**src/rtl/motor_drive_sequencer.sv**
```systemverilog
// ---------------------------------------------------------------------------
// motor_drive_sequencer
//
// Places a safety sequencer between the motor command logic and the drive
// pads for two motors. Each motor has a forward and a reverse drive line.
// The sequencer guarantees that:
//   - the two lines of one motor are never high together,
//   - every drive is held for at least MIN_ON_CYC cycles unless a safety
//     condition forces it off,
//   - both lines stay low for a dead-time after any drive ends, and
//   - a drive never switches directly from forward to reverse.
//
// The two channels are independent. They share only the clock, the reset,
// the enable and (optionally) the watchdog.
//
// Optional build macro: MOTOR_WDOG_EN
//   If defined, a heartbeat watchdog is built. If hb does not change for
//   WDOG_CYC cycles, wdog_trip latches and both channels are forced off.
//   If not defined, hb is ignored and wdog_trip is tied to 0.
//
// Ports:
//   clk        system clock
//   rst        synchronous active-high reset
//   en         drive enable (robot mode not OFF)
//   req_l      left request  [0]=forward [1]=reverse (2'b11 is illegal)
//   req_r      right request [0]=forward [1]=reverse (2'b11 is illegal)
//   hb         heartbeat from the mode logic (used only with MOTOR_WDOG_EN)
//   min11      left forward drive       (registered)
//   min21      left reverse drive       (registered)
//   min12      right forward drive      (registered)
//   min22      right reverse drive      (registered)
//   busy_l     left channel in dead-time   (registered)
//   busy_r     right channel in dead-time  (registered)
//   fault      sticky: an illegal request was sampled
//   wdog_trip  sticky: heartbeat watchdog expired
//
// Handshake: there is none. Requests are level signals sampled on every
// clk edge. Each output is a registered level that changes only on a clk
// edge.
// ---------------------------------------------------------------------------
module motor_drive_sequencer #(
  parameter int DEAD_CYC   = 1000,
  parameter int MIN_ON_CYC = 500,
  parameter int CNT_W      = 16,
  parameter int WDOG_CYC   = 50000
) (
  input  logic       clk,
  input  logic       rst,
  input  logic       en,
  input  logic [1:0] req_l,
  input  logic [1:0] req_r,
  input  logic       hb,
  output logic       min11,
  output logic       min21,
  output logic       min12,
  output logic       min22,
  output logic       busy_l,
  output logic       busy_r,
  output logic       fault,
  output logic       wdog_trip
);

  typedef enum logic [1:0] {
    ST_STOP = 2'd0,
    ST_FWD  = 2'd1,
    ST_REV  = 2'd2,
    ST_DEAD = 2'd3
  } state_t;

  localparam logic [1:0] REQ_FWD     = 2'b01;
  localparam logic [1:0] REQ_REV     = 2'b10;
  localparam logic [1:0] REQ_ILLEGAL = 2'b11;

  localparam logic [CNT_W-1:0] HOLD_LOAD = CNT_W'(MIN_ON_CYC - 1);
  localparam logic [CNT_W-1:0] DEAD_LOAD = CNT_W'(DEAD_CYC - 1);

  // Index 0 is the left channel. Index 1 is the right channel.
  state_t           state_q [2];
  logic [CNT_W-1:0] cnt_q   [2];
  logic [1:0]       req_ch  [2];
  logic [1:0]       fwd_q;
  logic [1:0]       rev_q;
  logic [1:0]       busy_q;
  logic             fault_q;
  logic             trip;

  assign req_ch[0] = req_l;
  assign req_ch[1] = req_r;

  // -------------------------------------------------------------------------
  // Heartbeat watchdog
  // -------------------------------------------------------------------------
`ifdef MOTOR_WDOG_EN
  localparam logic [CNT_W-1:0] WDOG_LAST = CNT_W'(WDOG_CYC - 1);

  logic             hb_q;
  logic [CNT_W-1:0] wdog_cnt_q;
  logic             trip_q;

  // wdog_cnt_q counts consecutive edges at which hb did not change.
  // The trip happens on the WDOG_CYC-th such edge. After that the
  // counter saturates.
  always_ff @(posedge clk) begin
    if (rst) begin
      hb_q       <= 1'b0;
      wdog_cnt_q <= '0;
      trip_q     <= 1'b0;
    end else begin
      hb_q <= hb;
      if (hb != hb_q) begin
        wdog_cnt_q <= '0;
      end else if (wdog_cnt_q == WDOG_LAST) begin
        trip_q <= 1'b1;
      end else begin
        wdog_cnt_q <= wdog_cnt_q + 1'b1;
      end
    end
  end

  assign trip = trip_q;
`else
  logic unused_hb;
  assign unused_hb = hb;
  assign trip      = 1'b0;
`endif

  // -------------------------------------------------------------------------
  // Per-channel transition decisions
  // -------------------------------------------------------------------------
  // leave:  a drive state must end on this edge.
  //         A forced exit (enable low, illegal request or watchdog trip)
  //         ignores the hold counter. A normal exit requires the hold to
  //         have expired and the request to differ from the current
  //         direction.
  // go_fwd / go_rev:  STOP may start a drive on this edge.
  logic [1:0] leave;
  logic [1:0] go_fwd;
  logic [1:0] go_rev;
  logic [1:0] force_off;

  always_comb begin
    leave     = '0;
    go_fwd    = '0;
    go_rev    = '0;
    force_off = '0;
    for (int ch = 0; ch < 2; ch++) begin
      force_off[ch] = !en || (req_ch[ch] == REQ_ILLEGAL) || trip;
      case (state_q[ch])
        ST_STOP: begin
          go_fwd[ch] = en && !trip && (req_ch[ch] == REQ_FWD);
          go_rev[ch] = en && !trip && (req_ch[ch] == REQ_REV);
        end
        ST_FWD: begin
          leave[ch] = force_off[ch] ||
                      ((cnt_q[ch] == '0) && (req_ch[ch] != REQ_FWD));
        end
        ST_REV: begin
          leave[ch] = force_off[ch] ||
                      ((cnt_q[ch] == '0) && (req_ch[ch] != REQ_REV));
        end
        default: ;
      endcase
    end
  end

  // -------------------------------------------------------------------------
  // Channel FSMs
  // -------------------------------------------------------------------------
  // Each output register is loaded together with the state, so the pads
  // follow the state on the same edge. A drive line goes high one cycle
  // after its request is sampled.
  //
  // A drive always passes through DEAD and then STOP. So after a reversal
  // request the pads are low for DEAD_CYC + 1 cycles.
  always_ff @(posedge clk) begin
    if (rst) begin
      for (int ch = 0; ch < 2; ch++) begin
        state_q[ch] <= ST_STOP;
        cnt_q[ch]   <= '0;
      end
      fwd_q   <= '0;
      rev_q   <= '0;
      busy_q  <= '0;
      fault_q <= 1'b0;
    end else begin
      if ((req_l == REQ_ILLEGAL) || (req_r == REQ_ILLEGAL)) begin
        fault_q <= 1'b1;
      end
      for (int ch = 0; ch < 2; ch++) begin
        case (state_q[ch])
          ST_STOP: begin
            if (go_fwd[ch]) begin
              state_q[ch] <= ST_FWD;
              cnt_q[ch]   <= HOLD_LOAD;
              fwd_q[ch]   <= 1'b1;
            end else if (go_rev[ch]) begin
              state_q[ch] <= ST_REV;
              cnt_q[ch]   <= HOLD_LOAD;
              rev_q[ch]   <= 1'b1;
            end
          end
          ST_FWD, ST_REV: begin
            if (leave[ch]) begin
              state_q[ch] <= ST_DEAD;
              cnt_q[ch]   <= DEAD_LOAD;
              fwd_q[ch]   <= 1'b0;
              rev_q[ch]   <= 1'b0;
              busy_q[ch]  <= 1'b1;
            end else if (cnt_q[ch] != '0) begin
              cnt_q[ch] <= cnt_q[ch] - 1'b1;
            end
          end
          ST_DEAD: begin
            // Requests and enable are ignored until the dead-time ends.
            if (cnt_q[ch] == '0) begin
              state_q[ch] <= ST_STOP;
              busy_q[ch]  <= 1'b0;
            end else begin
              cnt_q[ch] <= cnt_q[ch] - 1'b1;
            end
          end
          default: begin
            state_q[ch] <= ST_STOP;
            cnt_q[ch]   <= '0;
            fwd_q[ch]   <= 1'b0;
            rev_q[ch]   <= 1'b0;
            busy_q[ch]  <= 1'b0;
          end
        endcase
      end
    end
  end

  assign min11     = fwd_q[0];
  assign min21     = rev_q[0];
  assign min12     = fwd_q[1];
  assign min22     = rev_q[1];
  assign busy_l    = busy_q[0];
  assign busy_r    = busy_q[1];
  assign fault     = fault_q;
  assign wdog_trip = trip;

endmodule
```
**config.mk**
```make
export PLATFORM = sky130hd
export DESIGN_NAME = motor_drive_sequencer
export DESIGN_NICKNAME = d
export VERILOG_FILES = /design/src/rtl/motor_drive_sequencer.sv
export SDC_FILE = /design/constraint.sdc
export NUM_CORES = 1
export LEC_CHECK = 0
export ABC_AREA = 1
export CAP_MARGIN = 25
export CORE_UTILIZATION = 54
export CTS_CLUSTER_DIAMETER = 200
export DETAILED_ROUTE_END_ITERATION = 12
export HOLD_SLACK_MARGIN = 0.15
export MAX_ROUTING_LAYER = met4
export PLACE_DENSITY_LB_ADDON = 0.3
export SLEW_MARGIN = 15
export SYNTH_ARGS = -nofsm -noshare
export SYNTH_HDL_FRONTEND = slang
export SYNTH_SLANG_ARGS = --single-unit
```
**constraint.sdc**
```tcl
create_clock -name clk -period 2 [get_ports clk]
set_input_delay 0.5 -clock clk [delete_from_list [all_inputs] [get_ports clk]]
set_output_delay 0.5 -clock clk [all_outputs]
set_load 0.005 [all_outputs]
```
---- Yosys cells after proc, flatten, opt, wreduce, memory -nomap -nowiden ----
Memory sizes are Yosys's and may differ from the RTL's.
Cells that the tools add are included.
Widths: inputs -> output; s select.
storage, ports and cells
  register bits after elaboration ......... 7
  RAM bits ................................ 36
  output and inout port bits .............. 8
  word-level logic and storage cells ...... 185
  memories ................................ 2
memories
  memory   words  bits a word  rd ports  clocked after memory_dff  write ports  RTL line  source
  cnt_q    2      16           2         0                         2            79        logic [CNT_W-1:0] cnt_q [2];
  state_q  2      2            2         0                         2            78        state_t state_q [2];
operators by class
  add/sub/neg operators ................... 2
  equal/unequal tests ..................... 26
  multiplexer cells ....................... 96
  bitwise gates (word level) .............. 18
  reductions and logical operators ........ 34
operators with widths
  cell                   number
  $mux 16                10
  $mux 1                 70
  $logic_not 16->1       2
  $reduce_bool 16->1     2
  $sub 16x1->16 const B  2
  $ne 2x2->1 const B     12
  $or 1x1->1             18
  $eq 2x2->1 const B     8
  $mux 2                 8
  $pmux 1 s2             8
  $reduce_and 3->1       4
  $eq 2x1->1 const B     4
  $logic_and 1x1->1      8
  $reduce_and 4->1       2
  $reduce_bool 2->1      4
  $logic_or 1x1->1       7
  $logic_not 2->1        2
  $ne 2x1->1 const B     2
  $reduce_or 2->1        2
  $logic_not 1->1        1

---- Depth between registers and ports, before layout ----
Gate-level depths: netlist of the first run.
  depth after elaboration ................. 12
  mapped depth ............................ 12
  depth with buffers taken out ............ 12

---- Worst setup path after synthesis of the first run ----
OpenSTA, ideal clock, no wires.
  path type ............................... flip-flop to flip-flop
  start point ............................. memory cnt_q[1][0]
  end point ............................... memory cnt_q[1][0] (enable)
  arrival time ............................ 1.714 ns
  required time ........................... 1.584 ns
  setup slack ............................. -0.130 ns
  stages on the path, launching flop included .. 10
  clock period less this slack ............ 2.130 ns
  path through ............................ edfxtp_1 > inv_1 > ha_1 > nand2_2 > nor2_4 > nand2_2 > nand2_4 > nand3_4 > inv_2 > nand3_1
RTL lines
  element      RTL line
  from (decl)  79

==> results of run 1 <==
## layer usage
layer,vias to the layer above,global-route usage [%],part of all wire [%]
met2,51,38.6,49
met4,0,7.55,1.8
met5,-,-,0
met3,9,4.61,3.6
li1,1229,-,-
met1,1081,30.3,46
## through the flow
stage,area (um^2),hold slack (ps),instances,utilization (%)
2_1_floorplan,2840,442,340,-
3_3_place_gp,3290,435,450,67.4
3_5_place_dp,3290,439,450,67.4
4_1_cts,3370,454,457,69.2
5_1_grt,3540,489,465,72.6
6_report,3540,451,465,72.6
## power breakdown
group / switching, mW / internal (mW)
Combinational: 0.829 / 0.649
Clock: 0.299 / 0.233
Sequential: 0.198 / 1.28
Total: 1.33 / 2.16
## path summary, 6_finish.rpt
kind | slack (ps) | startpoint | to
max | 60 | en | cnt_q[1][0]$_DFFE_PP_
min | 450 | rev_q[0]$_SDFFE_PP0P_ | rev_q[0]$_SDFFE_PP0P_
max reg2reg | 110 | cnt_q[0][0]$_SDFFCE_PN0P_ | cnt_q[0][4]$_SDFFCE_PN0P_
min reg2reg | 450 | rev_q[0]$_SDFFE_PP0P_ | rev_q[0]$_SDFFE_PP0P_
## state kept, by name, indices dropped and copies added, names as in the netlist
register,cells
fwd_q,2
state_q,4
busy_q,2
cnt_q,32
rev_q,2
fault,1
## cells in the mapped netlist (2+ instances only)
cell and n:
xor2_1 9, xnor2_1 9, nand2_2 11, nand3_4 2
nor2_1 64, nor2_2 7, a21oi_1 9, nor3_2 2
edfxtp_1 36, nand2_4 5, inv_1 32, nand3_2 3
nor3_1 7, o21ai_0 22, inv_2 3, ha_1 8
o21ai_1 3, nand2_1 59, nor2_4 4, dfxtp_1 7
nand3_1 19, buf_4 2
## cell families after synthesis
| family | synth area share, % |
|---|---|
| flip-flops | 43.2 |
| AND/OR/NAND/NOR | 32.9 |
| XOR/XNOR | 5.58 |
| buffers and inverters | 6.20 |
| AO/OA/AOI/OAI | 8.37 |
| other | 0.133 |
| adder cells (fa/ha/maj) | 3.54 |
## cell type report
| type | count | area [um^2] | share of cell area, % |
|---|---|---|---|
| Clock inverter | 2 | 8.76 | 0.247 |
| Inverter | 36 | 145 | 4.10 |
| Timing Repair Buffer | 56 | 490 | 13.8 |
| Multi-Input combinational cell | 256 | 1530 | 43.0 |
| Sequential cell | 43 | 1220 | 34.5 |
| Clock buffer | 5 | 68.8 | 1.94 |
| Tap cell | 67 | 83.8 | 2.37 |
## placed cells by master (no fill, tap or decap), types with 2 or more instances in the layout
master,netlist,final
nor2_2,7,12
a21oi_1,9,9
nor3_2,2,3
o21ai_0,22,21
nor3_1,7,6
xnor2_1,9,9
nor2_4,4,6
clkdlybuf4s50_1,0,10
ha_1,8,7
xor2_1,9,9
nand2_2,11,11
dlymetal6s2s_1,0,3
buf_4,2,41
nand3_2,3,5
nor2_1,64,57
inv_2,3,7
nand2_4,5,5
inv_4,0,2
nand3_1,19,16
nand3_4,2,3
edfxtp_1,36,36
nand2_1,59,58
o21ai_1,3,2
clkbuf_8,0,5
o21ai_2,1,3
dfxtp_1,7,7
a21oi_4,1,2
inv_1,32,26
## worst max-delay path: stages
cell and delay, ps:
clkdlybuf4s50_1 540, inv_2 90, a21oi_4 130, nand2_1 90, o21ai_2 80, nand2_4 100, buf_4 150, buf_4 130
o21ai_1 140, nand2_2 60
## repair_timing
item                                    in CTS  in global routing
resized for setup                            1                 31
hold endpoints to repair                     0                  0
endpoints found under the setup margin      11                 52
buffers inserted                             0                  7
pin swaps                                    0                  6
gates cloned                                 0                  1
hold buffers                                 0                  0
==> results.yml, run 1 <==
drt:
  first_iter_violations: 86
  first_pass_iters: 4
  ant_nets: 0
  wl_mm: 5.85
  remaining_drc_errors: 0
  wl_per_cell_um: 12.6
  vias: 2370
  drt-vias-per-instance: 5.10
grt:
  antenna_found_initial: 0
  grt-ovfl-total: 0
  grt_pass1_wl_mm: 9.65
  grt_max_degree: 17
  track_usage_pct: 23.9
  grt_pass1_vias: 2289
timing:
  drv_slew: 0
  setup_tns_ps: 0
  max_freq_mhz: 515
  post-route-period-util_pct: 97.1
  hold_viol: 0
  period_needed_ps: 1940
  fin_worst_skew_ps: 9.56
  setup-violations-final: 0
  fin_ws_ps: 57.1
min_path:
  hold_depth: 2
  min_path_type: "flop to flop"
die:
  rows: 25
  io_pins: 16
  die_w_um: 74.3
  core_area_um2: 4880
  die-area_um2: 5520
  fp.dieH_um: 74.3
  start_util_pct: 57.9
cells_and_area:
  drive_above_1_share_pct: 28.4
  layout.nets: 414
  syn2layout_area_growth_pct: 25.4
  fillers: 374
  antenna_cells: 0
cts:
  cts_buffer_depth: 2
  clkLatencyLatePin_ps: 300
  cts.sinks: 43
  cts_made_buffers: 5
  htree_levels: 2
  cts-root-buf: "clkbuf_8"
  path_clk_slew_ps: 80
  cts_tree: "done"
yosys:
  synthArstFlopShare_pct: 0
  syn_inst: 340
  synth_fp_nets: 356
  synth.area.top_cells: "edfxtp_1, nor2_1, nand2_1"
  yosysTopAreaCell: "edfxtp_1"
  synth_top_area_share_pct: 38.3
  syn_area_um2: 2830
  yosysWarnings: 0
  syn_avg_cell_area_um2: 8.31
  yosysUniqueCellTypes: 39
  synth_edf_count: 36
  ys_ff_latch: 43
  synth_ff_type: "edfxtp_1"
  ys_seq_area_share_pct: 43.2
power:
  leakage_nw: 1.55
  p_per_area_nw_per_um2: 984
  vdd_ir_drop_max_uv: 624
  finalPower_mw: 3.49
critical_path:
  end_kind: "flop"
  reg2reg_depth: 12
  crit_fanout: 6
  cp.arrival_ps: 2010
  worstPathRequired_ps: 2070
  crit_type: "input port to flop"
  start_kind: "input port"
placement:
  dp_hpwl_mm: 4.21
  gp_congestion: 0.888
  place_ws_ps: -340
  io_buffers: 13
status:
  outcome: "finished clean"
flow_run:
  maxCapViolCount: 0
No activity file was read; power rests on OpenSTA's default activity.
==> inputs of run 2 (changes only) <==
--- a/config.mk
+++ b/config.mk
@@ -7,7 +7,7 @@
 export LEC_CHECK = 0
 export ABC_AREA = 1
 export CAP_MARGIN = 25
-export CORE_UTILIZATION = 54
+export CORE_UTILIZATION = 40
 export CTS_CLUSTER_DIAMETER = 200
 export DETAILED_ROUTE_END_ITERATION = 12
 export HOLD_SLACK_MARGIN = 0.15
==> run 2 against run 1 <==
Against the previous run:
- worst hold slack lost 2.7 ps
- utilization fell by 20 points
- register-to-register slack is essentially flat
- critical path depth stayed put
- sequential share of layout area is 0.59 points lower
- routed wire length shrank 1.4%
- first-iteration DRC count grew 43%
- power rose by 3.3%
- cell count rose by 6.2%
- worst setup slack better by 40 ps
==> results.yml, run 2 (same netlist as run 1, synthesis figures left out) <==
grt:
  grt-ovfl-total: 0
  grt_max_degree: 17
  grt_pass1_vias: 2235
  track_usage_pct: 17.0
  antenna_found_initial: 0
  grt_pass1_wl_mm: 9.72
timing:
  period_needed_ps: 1900
  setup-violations-final: 0
  max_freq_mhz: 525
  fin_ws_ps: 97.0
  drv_slew: 0
  setup_tns_ps: 0
  post-route-period-util_pct: 95.2
  fin_worst_skew_ps: 11.3
  hold_viol: 0
cts:
  htree_levels: 2
  cts-root-buf: "clkbuf_8"
  clkLatencyLatePin_ps: 300
  cts_made_buffers: 5
  cts.sinks: 43
  cts_buffer_depth: 2
  cts_tree: "done"
  path_clk_slew_ps: 90
cells_and_area:
  layout_common_cells: "nor2_1, nand2_1, buf_4"
  final_util_pct: 53.1
  biggestRegsByFlops: "cnt_q x32, state_q x4"
  layout.nets: 413
  regMostFlops: "cnt_q"
  fillers: 639
  syn2layout_area_growth_pct: 27.6
  drive_above_1_share_pct: 27.4
  antenna_cells: 0
  final_common_cell: "nor2_1"
  largest_register_ffs: 32
die:
  rows: 30
  io_pins: 16
  core_area_um2: 6790
  die_w_um: 86.0
  fp.dieH_um: 86.0
  die-area_um2: 7400
  start_util_pct: 41.6
power:
  vdd_ir_drop_max_uv: 399
  finalPower_mw: 3.60
  p_per_area_nw_per_um2: 999
  switchingPower_mw: 1.30
  leakage_nw: 1.58
  swShare_pct: 36.2
  p_int_mw: 2.30
  power_frac_comb_pct: 40.0
  seqPwrFrac_pct: 40.9
  p_clk_share_pct: 19.2
drt:
  routed.top_layer: "met4"
  wl_met1_mm: 2.73
  remaining_drc_errors: 0
  vias: 2330
  wl_per_cell_um: 11.7
  drt-vias-per-instance: 4.72
  dr_wl_met2_mm: 2.79
  first_pass_iters: 4
  wl_met3_um: 141
  first_iter_violations: 123
  wl_mm: 5.77
  ant_nets: 0
critical_path:
  crit_type: "input port to flop"
  start_kind: "input port"
  worstPathRequired_ps: 2060
  cp.arrival_ps: 1960
  end_kind: "flop"
  crit_fanout: 4
status:
  outcome: "finished clean"
placement:
  gp_congestion: 0.907
  io_buffers: 13
  place_ws_ps: -358
  dp_hpwl_mm: 4.24
flow_run:
  maxCapViolCount: 0
min_path:
  min_path_type: "flop to flop"
[run 2: path summary, 6_finish.rpt]
path	start	endpoint	slack, ps	cells after the start
max	req_r[0]	cnt_q[1][3]$_SDFFCE_PP0P_	100	10
min	rev_q[0]$_SDFFE_PP0P_	rev_q[0]$_SDFFE_PP0P_	450	2
max reg2reg	state_q[0][1]$_SDFFCE_PP0P_	cnt_q[0][4]$_SDFFCE_PN0P_	100	9
min reg2reg	rev_q[0]$_SDFFE_PP0P_	rev_q[0]$_SDFFE_PP0P_	450	2
[run 2: final cells by class]
type,count,area (um^2),area share (%)
flip-flops and latches,43,1220,33.9
multi-input cells,256,1490,41.4
well taps,96,120,3.33
clock inverters,3,43.8,1.21
clock buffers,5,68.8,1.91
inverters,36,140,3.89
repair buffers,55,518,14.4
[run 2: metal layers]
layer	vias to the layer above	track usage, %
li1	1226	-
met1	1064	21.3
met2	30	28.2
met3	10	3.08
met4	0	4.70
met5	-	-
[run 2: power groups by stage]
stage / combinational [mW] / clock [mW] / sequential (mW)
after floorplan: 0.934 / 0 / 1.45
after global placement: 1.34 / 0 / 1.48
after detailed placement: 1.36 / 0 / 1.48
after CTS: 1.37 / 0.706 / 1.47
after global routing: 1.63 / 0.732 / 1.50
final: 1.44 / 0.690 / 1.47
[run 2: critical path, cell delays in order]
cell and delay [ps]:
clkdlybuf4s50_1 450, buf_4 170, a21oi_4 160, buf_4 140, nand2_4 50, nand2_4 80
nand3_4 70, inv_2 80, nand3_2 90, buf_4 170
[run 2: repair_timing]
| item | in CTS | in global routing |
|---|---|---|
| endpoints found under the setup margin | 29 | 54 |
| cloned | 0 | 0 |
| buffers inserted | 0 | 4 |
| pin swaps | 0 | 3 |
| resized for setup | 1 | 22 |
| endpoints found under the hold margin | 0 | 0 |
| hold buffers | 0 | 0 |
[run 2: metrics by stage]
step / hold WS, ps / std cells / cell area [um^2]
6_report: 448 / 494 / 3600
3_3_place_gp: 435 / 482 / 3400
5_1_grt: 490 / 494 / 3600
2_1_floorplan: 442 / 340 / 2840
4_1_cts: 452 / 490 / 3520
3_5_place_dp: 438 / 482 / 3400
==> inputs of run 3 (changes only) <==
--- a/config.mk
+++ b/config.mk
@@ -6,6 +6,7 @@
 export NUM_CORES = 1
 export LEC_CHECK = 0
 export ABC_AREA = 1
+export ABC_CLOCK_PERIOD_IN_PS = 2000
 export CAP_MARGIN = 25
 export CORE_UTILIZATION = 40
 export CTS_CLUSTER_DIAMETER = 200
@@ -13,6 +14,7 @@
 export HOLD_SLACK_MARGIN = 0.15
 export MAX_ROUTING_LAYER = met4
 export PLACE_DENSITY_LB_ADDON = 0.3
+export SKIP_CTS_REPAIR_TIMING = 1
 export SLEW_MARGIN = 15
 export SYNTH_ARGS = -nofsm -noshare
 export SYNTH_HDL_FRONTEND = slang
==> run 3 against run 2 <==
Against the previous run:
- via count is 0.52% higher
- cell area is the same
- register-to-register slack about the same
- non-clock buffer count stayed put
- clock skew about the same
- critical endpoint unchanged
==> results.yml, run 3 (same netlist as run 1, synthesis figures left out) <==
cells_and_area:
  biggestRegsByFlops: "cnt_q x32, state_q x4"
  final_common_cell: "nor2_1"
  largest_register_ffs: 32
  final_util_pct: 53.1
  regMostFlops: "cnt_q"
  fillers: 639
  multi_input_area_um2: 1490
  final_area_um2: 3600
  antenna_cells: 0
  layout.nets: 413
  drive_above_1_share_pct: 27.4
  layout.cells.non_filler: 494
  seq_area_um2: 1220
  layout_common_cells: "nor2_1, nand2_1, buf_4"
  syn2layout_area_growth_pct: 27.6
placement:
  place_ws_ps: -358
  dp.cells: 482
  io_buffers: 13
  gp_congestion: 0.907
  dp_hpwl_mm: 4.24
  placed_area_um2: 3400
drt:
  ant_nets: 0
  wl_per_cell_um: 11.7
  drt-vias-per-instance: 4.74
  first_pass_iters: 4
  vias: 2342
  remaining_drc_errors: 0
  wl_mm: 5.78
  first_iter_violations: 147
critical_path:
  crit_type: "input port to flop"
  end_kind: "flop"
  reg2reg_depth: 9
  timing.rr.end: "cnt_q[0][4]$_SDFFCE_PN0P_"
  reg2reg_from: "state_q[0][1]$_SDFFCE_PP0P_"
  cp.arrival_ps: 1960
  rrSetupSlack_ps: 100
  start_kind: "input port"
  crit_fanout: 4
  critPathCapture: "cnt_q[1][3]$_SDFFCE_PP0P_"
  worstSetupStartpoint: "req_r[0]"
  worstPathRequired_ps: 2060
status:
  outcome: "finished clean"
timing:
  max_freq_mhz: 525
  fin_ws_ps: 96.5
  post-route-period-util_pct: 95.2
  setup_tns_ps: 0
  hold_viol: 0
  drv_slew: 0
  fin_worst_skew_ps: 11.7
  setup-violations-final: 0
  period_needed_ps: 1900
cts:
  cts.sinks: 43
  cts_tree: "done"
  clkLatencyLatePin_ps: 300
  path_clk_slew_ps: 90
  cts_made_buffers: 5
  htree_levels: 2
  cts-root-buf: "clkbuf_8"
  cts_buffer_depth: 2
min_path:
  holdCritStartpoint: "rev_q[0]$_SDFFE_PP0P_"
  min_path_type: "flop to flop"
grt:
  grtUsageMet1_pct: 21.0
  met3_usage_pct: 3.08
  top_usage_layer: "met2"
  grt_use_met2_pct: 28.0
  grt_pass1_wl_mm: 9.65
  grt_pass1_vias: 2217
  antenna_found_initial: 0
  grt_max_degree: 17
  grt-ovfl-total: 0
  track_usage_pct: 16.9
power:
  p_per_area_nw_per_um2: 1000
  leakage_nw: 1.58
  vdd_ir_drop_max_uv: 399
die:
  start_util_pct: 41.6
  fp.dieH_um: 86.0
  io_pins: 16
  die-area_um2: 7400
  die_w_um: 86.0
  rows: 30
  core_area_um2: 6790
flow_run:
  maxCapViolCount: 0
[run 3: per-stage QoR]
| stage | hold slack [ps] | power (mW) |
|---|---|---|
| floorplan | 442 | 2.38 |
| global placement | 435 | 2.82 |
| detailed placement | 438 | 2.84 |
| CTS | 452 | 3.54 |
| global route | 490 | 3.86 |
| finish | 448 | 3.60 |
[run 3: report_power, final]
| part | internal, mW | leakage [nW] | total [mW] | switching (mW) |
|---|---|---|---|---|
| Combinational | 0.647 | 1.08 | 1.44 | 0.794 |
| Sequential | 1.28 | 0.438 | 1.47 | 0.195 |
| Clock | 0.372 | 0.0581 | 0.691 | 0.319 |
[run 3: cell type report]
| type | instances | area share (%) |
|---|---|---|
| flip-flops and latches | 43 | 33.9 |
| inverters | 36 | 3.89 |
| clock buffers | 5 | 1.91 |
| well taps | 96 | 3.33 |
| multi-input cells | 256 | 41.4 |
| clock inverters | 3 | 1.21 |
| repair buffers | 55 | 14.4 |
[run 3: worst min path at each step]
| stage | cells past startpoint | slack [ps] | to |
|---|---|---|---|
| floorplan | 2 | 440 | rev_q[0]$_SDFFE_PP0P_ |
| global placement | 2 | 430 | rev_q[0]$_SDFFE_PP0P_ |
| detailed placement | 2 | 440 | rev_q[0]$_SDFFE_PP0P_ |
| CTS | 2 | 450 | rev_q[0]$_SDFFE_PP0P_ |
| global route | 2 | 490 | busy_q[1]$_SDFFE_PP0P_ |
| finish | 2 | 450 | rev_q[0]$_SDFFE_PP0P_ |
[run 3: worst max-delay path: stages]
cell and delay, ps:
clkdlybuf4s50_1 450, buf_4 170, a21oi_4 160, buf_4 140, nand2_4 50, nand2_4 80, nand3_4 70, inv_2 80
nand3_2 90, buf_4 170
[run 3: layer usage]
metal | vias to the layer above | share of wire [%]
li1 | 1225 | -
met1 | 1074 | 48
met2 | 33 | 48
met3 | 10 | 2.4
met4 | 0 | 1.8
met5 | - | 0
